**src/rtl/seq_controller_if.sv**
```systemverilog
// Control bundle between the Y86 sequencer and its fetch/decode/execute/memory datapath.
// The master side is the sequencer: it consumes status inputs and drives stage enables.
interface seq_controller_if;
  logic        start;
  logic [3:0]  icode;
  logic        instr_err;
  logic        mem_error;
  logic        mem_ack;

  logic        en_fetch;
  logic        en_decode;
  logic        en_execute;
  logic        en_memory;
  logic        en_wb;
  logic        en_pc;
  logic        mem_req;
  logic        cc_we;
  logic [2:0]  stat;
  logic        busy;
  logic [31:0] instr_count;

  modport master (
    input  start, icode, instr_err, mem_error, mem_ack,
    output en_fetch, en_decode, en_execute, en_memory, en_wb, en_pc,
    output mem_req, cc_we, stat, busy, instr_count
  );

  modport slave (
    output start, icode, instr_err, mem_error, mem_ack,
    input  en_fetch, en_decode, en_execute, en_memory, en_wb, en_pc,
    input  mem_req, cc_we, stat, busy, instr_count
  );
endinterface

```
**src/rtl/seq_controller.sv**
```systemverilog
// Multi-cycle Y86 sequencer: FETCH..PCUPD, 6 cycles per instruction plus memory ack wait.
// Backpressure only via mem_ack in MEMORY, bounded by MEM_TIMEOUT; HALT/ERROR absorb until rst.
module seq_controller #(
  parameter int MEM_TIMEOUT = 16
) (
  input  logic              clk,
  input  logic              rst,
  seq_controller_if.master  bus
);

  localparam int WAIT_W = $clog2(MEM_TIMEOUT + 1);

  localparam logic [2:0] STAT_AOK = 3'd1;
  localparam logic [2:0] STAT_HLT = 3'd2;
  localparam logic [2:0] STAT_ADR = 3'd3;
  localparam logic [2:0] STAT_INS = 3'd4;

  typedef enum logic [3:0] {
    IDLE,
    FETCH,
    DECODE,
    EXECUTE,
    MEMORY,
    WB,
    PCUPD,
    HALT,
    ERROR
  } state_t;

  state_t              state;
  state_t              state_nxt;
  logic [2:0]          stat_q;
  logic [2:0]          stat_nxt;
  logic [3:0]          icode_q;
  logic [WAIT_W-1:0]   wait_cnt;
  logic [31:0]         instr_count_q;
  logic                mem_op;
  logic                wait_last;

  // Loads, stores, push and pop touch data memory; everything else skips the handshake.
  always_comb begin
    mem_op = 1'b0;
    case (icode_q)
      4'h4, 4'h5, 4'h8, 4'h9, 4'hA, 4'hB: mem_op = 1'b1;
      default:                            mem_op = 1'b0;
    endcase
  end

  assign wait_last = (wait_cnt == WAIT_W'(MEM_TIMEOUT - 1));

  always_comb begin
    state_nxt = state;
    stat_nxt  = stat_q;
    case (state)
      IDLE: begin
        if (bus.start) state_nxt = FETCH;
      end
      FETCH: begin
        if (bus.instr_err) begin
          state_nxt = ERROR;
          stat_nxt  = STAT_INS;
        end else if (bus.mem_error) begin
          state_nxt = ERROR;
          stat_nxt  = STAT_ADR;
        end else begin
          state_nxt = DECODE;
        end
      end
      DECODE: begin
        if (bus.icode == 4'h0) begin
          state_nxt = HALT;
          stat_nxt  = STAT_HLT;
        end else if (bus.icode > 4'hB) begin
          state_nxt = ERROR;
          stat_nxt  = STAT_INS;
        end else begin
          state_nxt = EXECUTE;
        end
      end
      EXECUTE: state_nxt = MEMORY;
      MEMORY: begin
        if (!mem_op) begin
          state_nxt = WB;
        end else if (bus.mem_error) begin
          state_nxt = ERROR;
          stat_nxt  = STAT_ADR;
        end else if (bus.mem_ack) begin
          state_nxt = WB;
        end else if (wait_last) begin
          state_nxt = ERROR;
          stat_nxt  = STAT_ADR;
        end
      end
      WB:      state_nxt = PCUPD;
      PCUPD:   state_nxt = FETCH;
      HALT:    state_nxt = HALT;
      ERROR:   state_nxt = ERROR;
      default: state_nxt = IDLE;
    endcase
  end

  always_ff @(posedge clk) begin
    if (rst) begin
      state         <= IDLE;
      stat_q        <= STAT_AOK;
      icode_q       <= 4'h0;
      wait_cnt      <= '0;
      instr_count_q <= 32'd0;
    end else begin
      state  <= state_nxt;
      stat_q <= stat_nxt;
      if (state == DECODE) icode_q <= bus.icode;
      // Held at zero outside MEMORY so every entry starts a fresh timeout window.
      if (state == MEMORY) begin
        if (!bus.mem_ack) wait_cnt <= wait_cnt + WAIT_W'(1);
      end else begin
        wait_cnt <= '0;
      end
      if (state == PCUPD) instr_count_q <= instr_count_q + 32'd1;
    end
  end

  always_comb begin
    bus.en_fetch    = 1'b0;
    bus.en_decode   = 1'b0;
    bus.en_execute  = 1'b0;
    bus.en_memory   = 1'b0;
    bus.en_wb       = 1'b0;
    bus.en_pc       = 1'b0;
    bus.mem_req     = 1'b0;
    bus.cc_we       = 1'b0;
    bus.busy        = 1'b0;
    bus.stat        = stat_q;
    bus.instr_count = instr_count_q;
    case (state)
      FETCH: begin
        bus.en_fetch = 1'b1;
        bus.busy     = 1'b1;
      end
      DECODE: begin
        bus.en_decode = 1'b1;
        bus.busy      = 1'b1;
      end
      EXECUTE: begin
        bus.en_execute = 1'b1;
        bus.cc_we      = (icode_q == 4'h6);
        bus.busy       = 1'b1;
      end
      MEMORY: begin
        bus.en_memory = 1'b1;
        bus.mem_req   = mem_op;
        bus.busy      = 1'b1;
      end
      WB: begin
        bus.en_wb = 1'b1;
        bus.busy  = 1'b1;
      end
      PCUPD: begin
        bus.en_pc = 1'b1;
        bus.busy  = 1'b1;
      end
      default: begin
        bus.busy = 1'b0;
      end
    endcase
  end

endmodule

```
**src/flat_wrapper.sv**
```systemverilog
// flat-port wrapper written by rule: the top's interface ports become plain ports
module seq_controller_flat 
#(
  parameter int MEM_TIMEOUT = 16
)
  (clk, rst, bus_start, bus_icode, bus_instr_err, bus_mem_error, bus_mem_ack, bus_en_fetch, bus_en_decode, bus_en_execute, bus_en_memory, bus_en_wb, bus_en_pc, bus_mem_req, bus_cc_we, bus_stat, bus_busy, bus_instr_count);
  seq_controller_if bus_i ();
  input  logic clk;
  input  logic rst;
  input wire logic [$bits(bus_i.start)-1:0] bus_start;
  input wire logic [$bits(bus_i.icode)-1:0] bus_icode;
  input wire logic [$bits(bus_i.instr_err)-1:0] bus_instr_err;
  input wire logic [$bits(bus_i.mem_error)-1:0] bus_mem_error;
  input wire logic [$bits(bus_i.mem_ack)-1:0] bus_mem_ack;
  output wire logic [$bits(bus_i.en_fetch)-1:0] bus_en_fetch;
  output wire logic [$bits(bus_i.en_decode)-1:0] bus_en_decode;
  output wire logic [$bits(bus_i.en_execute)-1:0] bus_en_execute;
  output wire logic [$bits(bus_i.en_memory)-1:0] bus_en_memory;
  output wire logic [$bits(bus_i.en_wb)-1:0] bus_en_wb;
  output wire logic [$bits(bus_i.en_pc)-1:0] bus_en_pc;
  output wire logic [$bits(bus_i.mem_req)-1:0] bus_mem_req;
  output wire logic [$bits(bus_i.cc_we)-1:0] bus_cc_we;
  output wire logic [$bits(bus_i.stat)-1:0] bus_stat;
  output wire logic [$bits(bus_i.busy)-1:0] bus_busy;
  output wire logic [$bits(bus_i.instr_count)-1:0] bus_instr_count;
  assign bus_i.start = bus_start;
  assign bus_i.icode = bus_icode;
  assign bus_i.instr_err = bus_instr_err;
  assign bus_i.mem_error = bus_mem_error;
  assign bus_i.mem_ack = bus_mem_ack;
  assign bus_en_fetch = bus_i.en_fetch;
  assign bus_en_decode = bus_i.en_decode;
  assign bus_en_execute = bus_i.en_execute;
  assign bus_en_memory = bus_i.en_memory;
  assign bus_en_wb = bus_i.en_wb;
  assign bus_en_pc = bus_i.en_pc;
  assign bus_mem_req = bus_i.mem_req;
  assign bus_cc_we = bus_i.cc_we;
  assign bus_stat = bus_i.stat;
  assign bus_busy = bus_i.busy;
  assign bus_instr_count = bus_i.instr_count;
  seq_controller #(.MEM_TIMEOUT(MEM_TIMEOUT)) u_core (.clk(clk), .rst(rst), .bus(bus_i));
endmodule
```
**config.mk**
```make
export PLATFORM = sky130hd
export DESIGN_NAME = seq_controller_flat
export DESIGN_NICKNAME = d
export VERILOG_FILES = /design/src/rtl/seq_controller_if.sv /design/src/rtl/seq_controller.sv /design/src/flat_wrapper.sv
export SDC_FILE = /design/constraint.sdc
export NUM_CORES = 1
export LEC_CHECK = 0
export ABC_AREA = 0
export BUFFER_PORTS_ARGS = -buffer_cell sky130_fd_sc_hd__buf_2
export CAP_MARGIN = 20
export CELL_PAD_IN_SITES_DETAIL_PLACEMENT = 1
export CELL_PAD_IN_SITES_GLOBAL_PLACEMENT = 1
export CORE_MARGIN = 4
export CORE_UTILIZATION = 40
export CTS_CLUSTER_DIAMETER = 30
export DETAILED_ROUTE_END_ITERATION = 7
export PLACE_DENSITY_LB_ADDON = 0.3
export SYNTH_ARGS = -nofsm -noshare
export SYNTH_HDL_FRONTEND = slang
export SYNTH_SLANG_ARGS = --single-unit
```
**constraint.sdc**
```tcl
create_clock -name clk -period 2.6 [get_ports clk]
set_clock_uncertainty 0.05 [all_clocks]
set_input_delay 0.13 -clock clk [delete_from_list [all_inputs] [get_ports clk]]
set_output_delay 0.13 -clock clk [all_outputs]
set_load 0.01 [all_outputs]
```
==> metrics.cfg, run 1 <==
[critical_path]
worst-endpoint-arrival_ns=2.41
path_class=flip-flop to flip-flop
cp-start-kind=flip-flop
r2r_cells=5
r2r_slack_ns=0.37
reg2reg_from=u_core.state[3]$_SDFFE_PP0P_
regToRegEndpoint=u_core.bus.instr_count[31]$_SDFFE_PP0P_
crit_path_end_kind=flip-flop
path_max_fanout=16
worst-endpoint-required_ns=2.78

[finish]
drive_gt1_share_pct=21.70
area_growth_pct=18.43
final_cell_mix=buf_2 (53), dfxtp_1 (48), nor2_1 (39), nand3_1 (20), xor2_1 (18)
final_cells=416
layout_commonest_cell=buf_2
nNetsFinal=353
num_antenna_cells=0

[placement]
place_inst=408
place_ws_ns=0.4199
hpwl_um=4731
portBuffers=53
gp_congestion=0.8108

[yosys]
yosysWarningCount=0
synth_edf_count=0
ys_ff_latch=48
synth_top_family_by_area=simple AND/OR/NAND/NOR gates
synth_cell_types=44
netlist_area_um2=2424
synth-compound-area-share_pct=9.809
muxShareOfSynthArea_pct=2.891
synthXorXnorAreaFrac_pct=9.396
synth.avg_cell_area_um2=8.386
synth-seq-area-share_pct=39.65
synthAdderAreaFrac_pct=1.549
synthesis.nets=302
yosys.area_share.simple_pct=32.89
async_flop_share_pct=0
synthCells=289
synthFlopType=dfxtp_1

[grt]
grt_usage_pct=18.27
grt_pass1_vias=2257
antenna_found_initial=0
overflow=0
grt_pass1_wl_um=10830
grt_max_degree=30

[cts]
htree_levels=2
numCtsBuffers=5
post_cts_buffers=0
cts_max_path_buffers=2
cts_resized=0
cts_tree=done
cts-root-buf=clkbuf_8
insertion_delay_ns=0.30
cts_num_sinks=48
ctsHoldBuffers=0
clk_pin_slew_ns=0.09

[sta]
final.setup.worst_slack_ns=0.3723
report.final.slew_viol_count=0
slew_headroom_pct=59.01
setup_viol=0
worstMarginPinSlew_ns=0.6140
setup_tns_ns=0
rsz0062_at_grt=false
fmax_mhz=448.9
fin_crit_sh_pct=85.68
hold_violations=0
final.min_clock_period_ns=2.228

[floorplan]
dieArea_um2=7369
start_util_pct=41.18
coreArea_um2=5886
die_h_um=85.84
die_x_um=85.84
io_pins=54
core.rowCount=28

[routing]
wl_per_cell_um=15.32
num_vias=2274
routed_wl_um=6374
route.detailed.drc=0
drtPass1Iterations=4
drtAntennaViolNets=0
via_per_inst=5.466
drt_iter0_markers=75

[job]
drv_cap=0

[hold_path]
min_to=u_core.icode_q[0]$_SDFFE_PP0P_
min_from=bus_icode[0]
holdPathStages=3
hold_class=input pin to flip-flop

[power]
combPwrFrac_pct=10.0
clock_power_share_pct=36.6
vdd_ir_drop_max_mv=0.2474
power.density_nw_per_um2=506.9
p_leak_nw=1.165
switching_share_pct=24.54
sequentialPowerShare_pct=53.4
power_switching_mw=0.3571
internal_power_mw=1.098

[status]
outcome=completed

==> power groups by stage <==
stage	Clock (mW)	Sequential, mW	Combinational (mW)
after floorplan	0	0.783	0.105
after global placement	0	0.792	0.143
after detailed placement	0	0.794	0.146
after CTS	0.546	0.777	0.147
after global routing	0.583	0.781	0.162
final	0.532	0.777	0.146
==> registers in the layout, indices dropped and copies added (netlist names) <==
register / cells
u_core.bus.instr_count: 32
u_core.wait_cnt: 5
u_core.icode_q: 4
u_core.bus.stat: 3
u_core.state: 4
==> cell families (layout without fill, tap and decap cells) <==
| family | after synthesis | in the layout |
|---|---|---|
| mux | 7 | 7 |
| buf+inv | 23 | 75 |
| simple gates | 141 | 141 |
| compound gates | 41 | 41 |
| flops | 48 | 48 |
| fa+ha+maj | 3 | 3 |
| xor+xnor | 26 | 26 |
==> stage by stage <==
| stage | util (%) | hold slack, ns | cell area (um^2) | power (mW) |
|---|---|---|---|---|
| 3_3_place_gp | 46.94 | 0.3511 | 2763 | 0.9351 |
| 4_1_cts | 48.77 | 0.05467 | 2870 | 1.470 |
| 6_report | 48.77 | 0.06415 | 2870 | 1.455 |
| 2_1_floorplan | - | 0.2272 | 2424 | 0.8881 |
| 5_1_grt | 48.77 | 0.06265 | 2870 | 1.526 |
| 3_5_place_dp | 46.94 | 0.3704 | 2763 | 0.9400 |
==> cell type report <==
| type | count | area, um^2 |
|---|---|---|
| Clock buffer | 6 | 72.57 |
| Clock inverter | 2 | 35.03 |
| Fill cell | 774 | 3015 |
| Inverter | 9 | 35.03 |
| Multi-Input combinational cell | 218 | 1370 |
| Sequential cell | 48 | 960.9 |
| Tap cell | 75 | 93.84 |
| Timing Repair Buffer | 58 | 302.8 |
==> Yosys cell counts, types with 2 or more instances <==
master	instances	area (um^2)
a211oi_1	3	22.52
a21oi_1	16	80.08
and2_1	4	25.02
and3_1	5	31.28
and4_1	5	43.79
buf_2	4	20.02
clkbuf_1	9	33.78
dfxtp_1	48	960.9
ha_1	3	37.54
inv_1	8	30.03
mux2i_1	7	70.07
nand2_1	16	60.06
nand2b_1	2	12.51
nand3_1	20	100.1
nand4_1	11	68.82
nor2_1	39	146.4
nor2b_1	2	12.51
nor3_1	11	55.05
nor3b_1	2	15.01
nor4bb_1	2	20.02
o21ai_0	13	65.06
o22a_1	2	17.52
o22ai_1	3	18.77
or3_1	10	62.56
xnor2_1	8	70.07
xor2_1	18	157.7
==> critical path: stages (launching register included) <==
cell and delay, ns:
dfxtp_1 0.51, nand4bb_1 0.38, nor4_4 0.38, nand4_2 0.29, or3_1 0.41, a21oi_1 0.14
==> routing by layer <==
metal  wire length [um]  GRT usage [%]  vias to the layer above  share of wire (%)
li1                   -              -                     1122                  -
met1               2854          23.31                     1097                 45
met2               3115          30.79                       49                 49
met3                340          4.611                        6                5.3
met4                 63          4.748                        0               0.99
met5                  0              0                        -                  0
==> worst max-delay path by stage <==
| stage | startpoint | depth (start not counted) | end |
|---|---|---|---|
| 5_1_grt | u_core.state[3]$_SDFFE_PP0P_ | 5 | u_core.bus.instr_count[31]$_SDFFE_PP0P_ |
| 3_5_place_dp | u_core.state[3]$_SDFFE_PP0P_ | 5 | u_core.bus.instr_count[31]$_SDFFE_PP0P_ |
| 3_3_place_gp | u_core.state[3]$_SDFFE_PP0P_ | 5 | u_core.bus.instr_count[31]$_SDFFE_PP0P_ |
| 4_1_cts | u_core.state[3]$_SDFFE_PP0P_ | 5 | u_core.bus.instr_count[31]$_SDFFE_PP0P_ |
| 2_1_floorplan | u_core.wait_cnt[0]$_SDFFE_PP0N_ | 8 | u_core.bus.stat[2]$_SDFFE_PP0P_ |
| 6_report | u_core.state[3]$_SDFFE_PP0P_ | 5 | u_core.bus.instr_count[31]$_SDFFE_PP0P_ |
Power figures use the tool's default switching activity.
==> run 2, diff against run 1 <==
--- a/config.mk
+++ b/config.mk
@@ -8,2 +8,3 @@
 export ABC_AREA = 0
+export ABC_CLOCK_PERIOD_IN_PS = 2600
 export BUFFER_PORTS_ARGS = -buffer_cell sky130_fd_sc_hd__buf_2
@@ -20 +21,2 @@
 export SYNTH_SLANG_ARGS = --single-unit
+export TNS_END_PERCENT = 100
==> constraint.sdc (replaced) <==
create_clock -name clk -period 2.6 [get_ports clk]
set_clock_uncertainty 0.05 [all_clocks]
set_input_delay 0.26 -clock clk [delete_from_list [all_inputs] [get_ports clk]]
set_output_delay 0.26 -clock clk [all_outputs]
set_load 0.01 [all_outputs]
==> run 2 against run 1 <==
Effect of this change:
- wire length is 0.89% lower
- register-to-register slack better by 0.04 ns
- via count is 0.57% higher
- sequential share of layout area is 0.24 points higher
- non-clock buffer count stayed put
- maximum frequency is 1.6% higher
- sequential cell count stayed put
- design area is 0.70% lower
- count of clock-buffer cells in the layout is 1 lower
- critical path depth stayed put
==> metrics.cfg, run 2 (synthesis results as in run 1) <==
[grt]
grt_use_met1_pct=23.35
grt_pass1_vias=2262
antenna_found_initial=0
grt_max_degree=30
overflow=0
grt_pass1_wl_um=10780
grt_util_met2_pct=29.73
top_usage_layer=met2
grt_usage_pct=18.01
grt_util_met3_pct=4.419

[placement]
gp_congestion=0.7839
place_inst=408
portBuffers=53
hpwl_um=4711

[critical_path]
worst-endpoint-required_ns=2.80
critical_path.cell_chain=nand4bb_1 > nor4_4 > nand4_2 > or3_1 > a21oi_1
critPathMaxStageDelay_ns=0.50
startpoint=u_core.state[3]$_SDFFE_PP0P_
cp-start-kind=flip-flop
crit_buf_inv=0
crit_path_top_delay_cell=dfxtp_1
crit_path_end_kind=flip-flop
reg2reg_from=u_core.state[3]$_SDFFE_PP0P_
path_class=flip-flop to flip-flop
path_max_fanout=16
worst-endpoint-arrival_ns=2.39
cp_top_family=simple AND/OR/NAND/NOR gates

[cts]
cts-root-buf=clkbuf_8
cts_max_path_buffers=2
numCtsBuffers=5
cts_resized=0
cts_num_sinks=48
htree_levels=2
post_cts_buffers=0
ctsHoldBuffers=0
clk_pin_slew_ns=0.09
insertion_delay_ns=0.31
cts_tree=done

[power]
combPwrFrac_pct=10.4
totalPowerFinal_mw=1.374
power_switching_mw=0.3740
internal_power_mw=1.000
vdd_ir_drop_max_mv=0.2347
switching_share_pct=27.21
clock_power_share_pct=33.1
sequentialPowerShare_pct=56.5
power.density_nw_per_um2=482.2
p_leak_nw=1.157

[routing]
wl_per_cell_um=15.19
num_vias=2287
via_per_inst=5.498
drtAntennaViolNets=0
drtPass1Iterations=4
routed_wl_um=6317
drt_iter0_markers=64
route.detailed.drc=0

[finish]
drive_gt1_share_pct=21.99
largest_reg_flops=32
layout_commonest_cell=buf_2
final_cell_mix=buf_2 (53), dfxtp_1 (48), nor2_1 (39), nand3_1 (20), xor2_1 (18)
area_growth_pct=17.60
num_antenna_cells=0
nNetsFinal=353
final_cells=416

[sta]
slew_headroom_pct=60.85
fmax_mhz=456.2
fin_crit_sh_pct=84.31
worstMarginPinSlew_ns=0.5865
setup_tns_ns=0
hold_slack_ns=0.1692
report.final.slew_viol_count=0
final.min_clock_period_ns=2.192
setup_viol=0
rsz0062_at_grt=false
hold_violations=0

[status]
outcome=completed

[floorplan]
start_util_pct=41.18
coreArea_um2=5886
dieArea_um2=7369
core.rowCount=28
io_pins=54
die_x_um=85.84
die_h_um=85.84

[hold_path]
hold_class=input pin to flip-flop
min_from=bus_icode[0]

[job]
drv_cap=0

## run 2: path summary, 6_finish.rpt
kind	to	slack [ns]	cells after the start
hold reg to reg	u_core.bus.stat[0]$_SDFFE_PP1P_	0.45	2
setup reg to reg	u_core.bus.instr_count[31]$_SDFFE_PP0P_	0.41	5
hold / removal	u_core.icode_q[0]$_SDFFE_PP0P_	0.17	3
setup / recovery	u_core.bus.instr_count[31]$_SDFFE_PP0P_	0.41	5
## run 2: layer usage
layer / up-vias / share of wire (%)
met1: 1114 / 46
met3: 6 / 5.1
met5: - / 0
li1: 1123 / -
met4: 0 / 1.1
met2: 44 / 47
## run 2: stage by stage
step	setup WS [ns]	cell area [um^2]	utilization (%)
global placement	0.4909	2763	46.94
detailed placement	0.4252	2763	46.94
finish	0.4079	2850	48.43
global route	0.2255	2850	48.43
floorplan	0.6763	2424	-
CTS	0.4129	2850	48.43
## run 2: layout make-up
type                            count  area (um^2)
Multi-Input combinational cell    218         1370
Inverter                            9        35.03
Timing Repair Buffer               58        302.8
Tap cell                           75        93.84
Fill cell                         760         3035
Sequential cell                    48        960.9
Clock inverter                      3        18.77
Clock buffer                        5        68.82
## run 2: worst register-to-register path: cells and delay by family, from the launching register on
kind	cells	cell delay, ns
flip-flops	1	0.50
AND/OR/NAND/NOR	4	1.45
AO/OA/AOI/OAI	1	0.14
## run 2: power groups by stage
stage	sequential, mW	clock (mW)	combinational, mW
3_3_place_gp	0.792	0	0.142
2_1_floorplan	0.783	0	0.105
3_5_place_dp	0.793	0	0.143
5_1_grt	0.780	0.500	0.159
4_1_cts	0.776	0.468	0.144
6_report	0.776	0.454	0.143
==> run 3, diff against run 2 <==
ABC_CLOCK_PERIOD_IN_PS = 2100   (was 2600)
clock period = 2.1 ns   (was 2.6 ns; I/O delays follow)
==> run 3 against run 2 <==
Effect of this change:
- global-route usage up 0.33 points
- design area rose by 4.4%
- worst setup slack worse by 0.36 ns
- non-clock buffer count rose by 11
- combinational power rose by 51%
- register-to-register slack got worse by 0.36 ns
- total power increased by 34%
- sequential cell count unchanged
- via count up 0.57%
- critical path type unchanged
- critical endpoint is now u_core.bus.stat[2]$_SDFFE_PP0P_
==> metrics.cfg, run 3 (synthesis results as in run 1) <==
[status]
outcome=completed

[critical_path]
crit_path_end_kind=flip-flop
path_max_fanout=3
startpoint=u_core.wait_cnt[0]$_SDFFE_PP0N_
r2r_cells=8
path_class=flip-flop to flip-flop
cp-start-kind=flip-flop
worst-endpoint-required_ns=2.23
reg2reg_from=u_core.wait_cnt[0]$_SDFFE_PP0N_
worst-endpoint-arrival_ns=2.18

[finish]
drive_gt1_share_pct=25.57
area_growth_pct=22.77
utilization_pct=50.55
largest_reg_flops=32
final_cell_mix=buf_2 (53), dfxtp_1 (46), nor2_1 (39), nand3_1 (20), xor2_1 (18)
final_cells=427
nNetsFinal=364
n_fill_cell=748
layout_commonest_cell=buf_2
num_antenna_cells=0
final_area_um2=2975

[placement]
gp_congestion=0.8806
place_inst=418
dpl-instance-area_um2=2838
portBuffers=53
hpwl_um=5098

[routing]
via_per_inst=5.386
num_vias=2300
route.met3.wl_um=277
drt_iter0_markers=51
highest_layer=met4
routed_wl_um=6596
drtAntennaViolNets=0
wl_per_cell_um=15.45
route.detailed.drc=0
wirelength_met1_um=3009
wl_met2_um=3232
drtPass1Iterations=4

[floorplan]
coreArea_um2=5886
dieArea_um2=7369
core.rowCount=28
die_x_um=85.84
start_util_pct=41.18
die_h_um=85.84
io_pins=54

[grt]
grt_pass1_vias=2289
grt_max_degree=24
grt_usage_pct=18.33
overflow=0
antenna_found_initial=0
grt_pass1_wl_um=10940

[power]
clock_power_share_pct=36.6
switching_share_pct=25.28
power_switching_mw=0.4650
vdd_ir_drop_max_mv=0.3236
totalPowerFinal_mw=1.840
p_leak_nw=1.229
sequentialPowerShare_pct=51.6
combPwrFrac_pct=11.8
power.density_nw_per_um2=618.2
internal_power_mw=1.375

[sta]
final.min_clock_period_ns=2.054
fin_crit_sh_pct=97.82
report.final.slew_viol_count=0
fmax_mhz=486.8
worstMarginPinSlew_ns=0.3719
setup_viol=0
slew_headroom_pct=75.02
hold_violations=0
rsz0062_at_grt=true
hold_slack_ns=0.1281

[job]
drv_cap=0

[cts]
cts_max_path_buffers=2
cts_tree=done
clk_pin_slew_ns=0.09
cts_num_sinks=48
insertion_delay_ns=0.30
htree_levels=2
ctsHoldBuffers=0
numCtsBuffers=5
cts-root-buf=clkbuf_8

[hold_path]
min_from=bus_icode[0]
hold_class=input pin to flip-flop
holdPathStages=3

-- run 3: changes by cell type in the layout (fill, tap and decap cells not counted), sizes merged --
cell,change
clkinv,-2
buf,+11
bufinv,+1
clkinvlp,+1
-- run 3: metal layers --
layer	vias to the layer above	GRT usage, %
li1	1144	-
met1	1109	22.82
met2	42	31.71
met3	5	3.939
met4	0	5.468
met5	-	0
-- run 3: area by class of cell --
class / count / area (um^2) / area share [%]
Multi-Input combinational cell: 218 / 1386 / 46.59
Sequential cell: 48 / 963.4 / 32.38
Timing Repair Buffer: 69 / 385.4 / 12.95
Tap cell: 75 / 93.84 / 3.154
Clock buffer: 5 / 68.82 / 2.313
Clock inverter: 3 / 42.54 / 1.430
Inverter: 9 / 35.03 / 1.177
-- run 3: path summary, 6_finish.rpt --
check / slack [ns] / endpoint
worst max-delay path: 0.05 / u_core.bus.stat[2]$_SDFFE_PP0P_
worst min register to register: 0.45 / u_core.bus.instr_count[29]$_SDFFE_PP0P_
worst max register to register: 0.05 / u_core.bus.stat[2]$_SDFFE_PP0P_
worst min-delay path: 0.13 / u_core.icode_q[0]$_SDFFE_PP0P_
-- run 3: power groups by stage --
| stage | clock network, mW | registers [mW] | logic [mW] |
|---|---|---|---|
| final | 0.673 | 0.950 | 0.216 |
| after global routing | 0.736 | 0.954 | 0.237 |
| after CTS | 0.696 | 0.950 | 0.206 |
| after detailed placement | 0 | 0.972 | 0.205 |
| after global placement | 0 | 0.971 | 0.200 |
| after floorplan | 0 | 0.969 | 0.130 |
-- run 3: what timing repair did --
item	CTS	global route
buffers inserted	0	1
endpoints found under the setup margin	1	7
pin swaps	0	2
resized for setup	1	4
-- run 3: worst max-delay path, cell delays in order (launching register included) --
cell and delay, ns:
dfxtp_2 0.36, ha_1 0.15, and3_1 0.17, ha_2 0.17
o21ai_0 0.09, o22a_1 0.22, o22a_1 0.19, or3_4 0.37
nor3b_1 0.16
-- run 3: per-stage QoR --
step           setup WS, ns  setup TNS (ns)
6_report            0.04571               0
5_1_grt            -0.03791        -0.03791
4_1_cts             0.02180               0
3_5_place_dp       0.007969               0
3_3_place_gp         0.1083               0
2_1_floorplan        0.1763               0
